--- src/rtl/ins_boot_loader.sv ---
// ins_boot_loader: boot-time imem loader that hands the imem port to the core fetch path once loading completes
// Optional feature: define INS_BOOT_LOADER_CKSUM_EN to verify a trailer word holding the 32-bit wrapping sum of all loaded words.
// Ports:
//   clk, nrst                      clock (rising edge), asynchronous active-low reset
//   reload                         single-cycle restart pulse (accepted in IDLE/DONE/ERR)
//   exIns_ren/addr/valid/in        external instruction source handshake
//   core_ren/addr/rdata/stall      core fetch path
//   imem_cs/we/addr/wdata/rdata    imem macro port (synchronous read, 1-cycle latency)
//   load_done, load_err            status levels
module ins_boot_loader #(
    parameter int          ADDR_W     = 8,
    parameter int          LOAD_WORDS = 256,
    parameter logic [31:0] BASE_ADDR  = 32'h0000_0000,
    parameter int          TIMEOUT    = 64,
    parameter bit          AUTO_BOOT  = 1'b1
) (
    input  logic              clk,
    input  logic              nrst,
    input  logic              reload,
    input  logic              exIns_valid,
    input  logic [31:0]       exIns_in,
    output logic              exIns_ren,
    output logic [31:0]       exIns_addr,
    input  logic              core_ren,
    input  logic [31:0]       core_addr,
    output logic [31:0]       core_rdata,
    output logic              core_stall,
    output logic              imem_cs,
    output logic              imem_we,
    output logic [ADDR_W-1:0] imem_addr,
    output logic [31:0]       imem_wdata,
    input  logic [31:0]       imem_rdata,
    output logic              load_done,
    output logic              load_err
);
    typedef enum logic [2:0] {IDLE, REQ, WRITE, DONE, ERR} state_t;
    localparam int              TW    = $clog2(TIMEOUT + 1);
    localparam logic [TW-1:0]   TLAST = TW'(TIMEOUT - 1);
    localparam logic [ADDR_W:0] LAST  = (ADDR_W + 1)'(LOAD_WORDS - 1);
    localparam logic [31:0]     NOP   = 32'h0000_0013;
    state_t          r_state;
    logic            r_ren;
    logic [ADDR_W:0] r_cnt;
    logic [TW-1:0]   r_tcnt;
    logic [31:0]     r_wdata;
    logic            w_done;
    logic            w_unused;
`ifdef INS_BOOT_LOADER_CKSUM_EN
    logic [31:0]     r_sum;
    logic            r_chk;
`endif
    always_ff @(posedge clk or negedge nrst) begin
        if (!nrst) begin
            r_state <= AUTO_BOOT ? REQ : IDLE;
            r_ren   <= 1'b0;
            r_cnt   <= '0;
            r_tcnt  <= '0;
            r_wdata <= '0;
`ifdef INS_BOOT_LOADER_CKSUM_EN
            r_sum   <= '0;
            r_chk   <= 1'b0;
`endif
        end else begin
            case (r_state)
                IDLE, DONE, ERR: if (reload) begin
                    r_state <= REQ;
                    r_ren   <= 1'b1;
                    r_cnt   <= '0;
                    r_tcnt  <= '0;
`ifdef INS_BOOT_LOADER_CKSUM_EN
                    r_sum   <= '0;
                    r_chk   <= 1'b0;
`endif
                end
                // Coming out of reset the request is raised one cycle late so exIns_ren resets low.
                REQ: if (!r_ren) begin
                    r_ren <= 1'b1;
                end else if (exIns_valid) begin
                    r_ren   <= 1'b0;
                    r_tcnt  <= '0;
                    r_wdata <= exIns_in;
                    r_state <= WRITE;
`ifdef INS_BOOT_LOADER_CKSUM_EN
                    // The trailer fetch is compared, never written.
                    if (r_chk) r_state <= (exIns_in == r_sum) ? DONE : ERR;
`endif
                end else if (r_tcnt == TLAST) begin
                    r_ren   <= 1'b0;
                    r_state <= ERR;
                end else begin
                    r_tcnt <= r_tcnt + 1'b1;
                end
                WRITE: begin
                    r_cnt   <= r_cnt + 1'b1;
                    r_tcnt  <= '0;
                    r_ren   <= 1'b1;
                    r_state <= REQ;
`ifdef INS_BOOT_LOADER_CKSUM_EN
                    r_sum   <= r_sum + r_wdata;
                    if (r_cnt == LAST) r_chk <= 1'b1;
`else
                    if (r_cnt == LAST) begin
                        r_ren   <= 1'b0;
                        r_state <= DONE;
                    end
`endif
                end
                default: r_state <= IDLE;
            endcase
        end
    end
    assign w_done     = r_state == DONE;
    assign exIns_ren  = r_ren;
    assign exIns_addr = BASE_ADDR + 32'({r_cnt, 2'b00});
    assign core_stall = !w_done;
    assign load_done  = w_done;
    assign load_err   = r_state == ERR;
    // In DONE the imem port is a straight pass-through, so the macro's own read latency is what the core sees.
    assign imem_cs    = w_done ? core_ren : r_state == WRITE;
    assign imem_we    = r_state == WRITE;
    assign imem_addr  = w_done ? core_addr[ADDR_W+1:2] : r_cnt[ADDR_W-1:0];
    assign imem_wdata = r_wdata;
    assign core_rdata = w_done ? imem_rdata : NOP;
    assign w_unused   = &{1'b0, core_addr[31:ADDR_W+2], core_addr[1:0]};
endmodule
--- config.mk ---
export PLATFORM = sky130hd
export DESIGN_NAME = ins_boot_loader
export DESIGN_NICKNAME = d
export VERILOG_FILES = /design/src/rtl/ins_boot_loader.sv
export SDC_FILE = /design/constraint.sdc
export NUM_CORES = 1
export LEC_CHECK = 0
export ABC_AREA = 1
export BUFFER_PORTS_ARGS = -buffer_cell sky130_fd_sc_hd__buf_2
export CAP_MARGIN = 30
export CORE_MARGIN = 3
export CORE_UTILIZATION = 38
export CTS_CLUSTER_SIZE = 40
export DETAILED_ROUTE_END_ITERATION = 12
export GPL_TIMING_DRIVEN = 0
export PLACE_DENSITY_LB_ADDON = 0.1
export SKIP_CTS_REPAIR_TIMING = 1
export SYNTH_ARGS = -nofsm -noshare
export SYNTH_HDL_FRONTEND = slang
export SYNTH_SLANG_ARGS = --single-unit
export TNS_END_PERCENT = 5
--- constraint.sdc ---
create_clock -name clk -period 1.5 [get_ports clk]
set_input_delay 0.375 -clock clk [delete_from_list [all_inputs] [get_ports clk]]
set_output_delay 0.375 -clock clk [all_outputs]
set_load 0.005 [all_outputs]
Word-level counts from Yosys, hierarchy flattened
Cells that the tools add are included.
{ "word_totals": {"register_bits": 52} }
{ "op_classes": {"add_sub_neg": 2, "n_mux": 22, "n_eq_ne": 10, "n_reduce_logical": 10} }
{ "ops": {"columns": ["operator", "count"], "rows": [
  ["two-way mux 32 bit", 1],
  ["two-way mux 7 bit", 4],
  ["one-hot mux 7 bit (3 select lines)", 1],
  ["one-hot mux 9 bit (2 select lines)", 1],
  ["two-way mux 3 bit", 4],
  ["adder 9 x 1 -> 9 bit, second input constant", 1],
  ["== test 9 x 8 -> 1 bit, second input constant", 1],
  ["two-way mux 9 bit", 1],
  ["one-hot mux 3 bit (3 select lines)", 1],
  ["two-way mux 8 bit", 1],
  ["adder 7 x 1 -> 7 bit, second input constant", 1],
  ["== test 7 x 6 -> 1 bit, second input constant", 1],
  ["== test 3 x 2 -> 1 bit, second input constant", 2],
  ["two-way mux 1 bit", 6],
  ["!= test 3 bit, second input constant", 2],
  ["AND reduction 3 bit", 2],
  ["!= test 2 bit, second input constant", 2],
  ["AND reduction 2 bit", 2],
  ["AND reduction 4 bit", 1],
  ["== test 3 x 1 -> 1 bit, second input constant", 1],
  ["== test 3 bit, second input constant", 1],
  ["zero test 3 bit", 1],
  ["one-hot mux 1 bit (3 select lines)", 1],
  ["nonzero test 3 bit", 1],
  ["4 further kinds", 4]
]} }

Longest topological paths before layout
{ "depth": {"depth_word": 5, "depth_mapped": 13, "ltp_nobuf": 13} }

Worst setup path before layout
No wires, ideal clock.
{ "synth_path": {"path_kind": "register -> register", "start": "register r_cnt[0]", "end": "register r_ren, in the netlist exIns_ren", "setup_time_ns": 0.113, "path_stages_with_launch": 14, "arrival_time_ns": 1.458, "path_buffers": 0, "setup_slack_ns": -0.070, "cell_sequence": "dfrtp_1 ha_1 nand2_1 inv_1 nand3_1 nor2_1 nand2_1 nor2_1 ha_1 inv_1 o21ai_0 nand3_1 nand2_1 inv_1"} }
{ "synth_via": {"elab_chain_cells": 3} }
{ "synth_lines": {"columns": ["element", "line", "rtl"], "rows": [
  ["start: declaration", "43", "logic [ADDR_W:0] r_cnt;"],
  ["start signal: assignment", "94", "r_cnt <= r_cnt + 1'b1;"],
  ["== test 9 x 8 -> 1 bit", "102", "if (r_cnt == LAST) begin"],
  ["two-way mux 1 bit", "102", null],
  ["one-hot mux 1 bit (3 select lines)", "64", "case (r_state)"],
  ["end signal: assignment", "67", "r_ren <= 1'b1;"],
  ["end signal: assignment", "77", "r_ren <= 1'b1;"],
  ["end signal: assignment", "103", "r_ren <= 1'b0;"],
  ["end: declaration", "42", "logic r_ren;"]
]} }
No other way between the ends.
A chain may end at the register's enable or synchronous reset.

Final worst setup path
{ "layout_path": {"start": "register r_state[2]", "end": "output port imem_addr[5]"} }
{ "layout_via": {"elab_chain_cells": 2} }
{ "layout_lines": {"columns": ["element", "line", "rtl"], "rows": [
  ["start: declaration", "41", "state_t r_state;"],
  ["start signal: assignment", "54", "r_state <= AUTO_BOOT ? REQ : IDLE;"],
  ["== test 3 x 2 -> 1 bit", "112", "assign w_done = r_state == DONE;"],
  ["two-way mux 8 bit", "121", "assign imem_addr = w_done ? core_addr[ADDR_W+1:2] : r_cnt[ADDR_W-1:0];"],
  ["end: declaration", "30", "output logic [ADDR_W-1:0] imem_addr,"]
]} }
No other way between the ends.

==> impl_metrics.json <==
{
  "sw_frac_of_total": 0.4232,
  "yosysTopAreaCellShare": 0.4227,
  "wire_per_inst_um": 12.34,
  "syn_avg_cell_area_um2": 7.071,
  "syn_to_final_growth_pct": 45.25,
  "ant_nets": 0,
  "nets": 733,
  "numCtsBuffers": 5,
  "status": "complete, but fails checks",
  "grt_max_degree": 38,
  "dp_slack_ns": -0.3523,
  "ys_types": 28,
  "final_cell_mix": "buf_2, nand2_1, inv_1",
  "place.gp.congestion": 0.8169,
  "dieArea_um2": 9051,
  "syn_area_um2": 3019,
  "rsz0062_at_grt": "true",
  "end_kind": "output port",
  "drt-pass1-iter-count": 4,
  "vias": 3239,
  "p_clk_frac": 0.138,
  "die_w_um": 95.14,
  "cts-htree-levels": 2,
  "wl_um": 8998,
  "grt_overflow_total": 0,
  "portBuffers": 163,
  "first_iter_violations": 117,
  "ys_warn_count": 0,
  "clockBufferDepth": 2,
  "crit_path_max_fanout": 6,
  "path_class": "register to output port",
  "clk_pin_slew_ns": 0.09,
  "p_total_mw": 6.016,
  "ys_ff_latch": 52,
  "drive_above_1_share": 0.4095,
  "insertion_delay_ns": 0.31,
  "drc": 0,
  "setup_viol": 78,
  "cp-start-kind": "register",
  "drv_slew": 0,
  "seq_area_frac_synth": 0.4314,
  "synth_largest_area_cell": "dfrtp_1",
  "p_per_area_nw_per_um2": 1372,
  "core_area_um2": 7486,
  "maxCapViolCount": 0,
  "clock_skew_ns": 0.009064,
  "p_comb_frac": 0.496,
  "cp.required_ns": 1.12,
  "violations": "setup timing",
  "vias_per_cell": 4.443,
  "dieHeight_um": 95.14,
  "p_switching_mw": 2.546,
  "grt_pass1_vias": 2796,
  "initial_core_util": 0.4033,
  "synthTopCellsByArea": "dfrtp_1, nand2_1, nand3_1",
  "antenna_cells": 0,
  "grt_use_total": 0.1812,
  "num_io_pins": 211,
  "grt_antenna_before_repair": 0,
  "final.period_utilization": 1.270,
  "setup_ws_ns": -0.4054,
  "p_leak_nw": 2.666,
  "core.rowCount": 31,
  "fmax_mhz": 524.8,
  "seq_power_share": 0.366,
  "grt_first_pass_wirelength_um": 13230,
  "fin_crit_ns": 1.905,
  "detailedPlacementHpwl_um": 7140,
  "finalHoldViolCount": 0,
  "clock_sinks": 52,
  "synth_cells": 427,
  "cp.arrival_ns": 1.53,
  "cts_tree": "built",
  "cts_root_buffer": "clkbuf_8",
  "final_common_cell": "buf_2",
  "fill_cells": 713,
  "peakVddDrop_uv": 525.1,
  "min_path_type": "input port to register",
  "internal-power_mw": 3.469
}
## power by group through the flow
stage                     Combinational, mW  Clock (mW)  Sequential (mW)
after floorplan                        1.55           0             2.24
after global placement                 2.66           0             2.20
after detailed placement               2.70           0             2.23
after CTS                              2.71       0.866             2.20
after global routing                   3.36       0.934             2.26
final                                  2.99       0.830             2.20
## cells in the mapped netlist (all sizes together)
cell type and instances:
dfstp 1, nand4 2, nand2 128, nand3b 1, buf 30, ha 3
dfrtp 51, a21oi 4, or2 4, clkinv 1, o21ai 22, inv 61
nor2 53, o22ai 3, clkbuf 7, nor3 1, nand3 54, conb 1
## critical path: stages (launching register included)
cell and delay, ns:
dfrtp_1 0.43, inv_4 0.08, nand3_4 0.15, clkinvlp_4 0.17
buf_6 0.16, o21ai_1 0.11, buf_2 0.12
## final timing paths
kind / from / endpoint / slack, ns / cells past startpoint
setup / recovery: r_state[2]$_DFFE_PN0P_ / imem_addr[5] / -0.41 / 6
hold / removal: exIns_in[20] / imem_wdata[20]$_DFFE_PN0P_ / 0.29 / 3
setup reg to reg: r_cnt[0]$_DFFE_PN0P_ / exIns_ren$_DFFE_PN0P_ / -0.25 / 13
hold reg to reg: imem_wdata[10]$_DFFE_PN0P_ / imem_wdata[10]$_DFFE_PN0P_ / 0.47 / 2
max in group asynchronous: nrst / r_state[0]$_DFFE_PN1P_ / 0.38 / 3
min in group asynchronous: nrst / imem_wdata[18]$_DFFE_PN0P_ / 0.51 / 2
## layer usage
metal / global-route usage / part of all wire / up-vias / wire, um
met5: 0 / 0 / - / 0
met4: 0.02163 / 0.0046 / 0 / 41
met3: 0.04420 / 0.080 / 4 / 717
met1: 0.2561 / 0.44 / 1454 / 3977
met2: 0.2898 / 0.47 / 112 / 4261
li1: - / - / 1669 / -
## registers in the layout, indices dropped and copies added, names as in the netlist
signal	cells
exIns_ren	1
imem_wdata	32
r_cnt	9
r_state	3
r_tcnt	7
## through the flow
step | hold WS, ns | cells | instance area, um^2 | util | setup TNS, ns
after global placement | 0.4501 | 711 | 4049 | 0.5409 | -9.835
after floorplan | 0.07941 | 449 | 3109 | - | -0.08015
final | 0.2925 | 729 | 4385 | 0.5858 | -17.80
after CTS | -0.02063 | 720 | 4167 | 0.5566 | -25.36
after global routing | 0.2887 | 729 | 4385 | 0.5858 | -26.52
after detailed placement | 0.3255 | 712 | 4069 | 0.5435 | -10.17
## logic make-up after synthesis
logic type / after synthesis / synth area share
other cells: 1 / 0.001242
simple gates: 243 / 0.3502
flops: 52 / 0.4314
fa+ha+maj: 3 / 0.01243
compound gates: 29 / 0.04932
buf+inv: 99 / 0.1554
## layout make-up
cell class / count / area (um^2) / share of cell area
Clock buffer: 6 / 82.58 / 0.01883
Inverter: 62 / 246.5 / 0.05621
Timing Repair Buffer: 173 / 945.9 / 0.2157
Multi-Input combinational cell: 298 / 1425 / 0.3250
Sequential cell: 52 / 1304 / 0.2973
Clock inverter: 2 / 15.01 / 0.003424
Tap cell: 99 / 123.9 / 0.02825
Buffer: 37 / 242.7 / 0.05535
(Power assumes the default switching activity.)
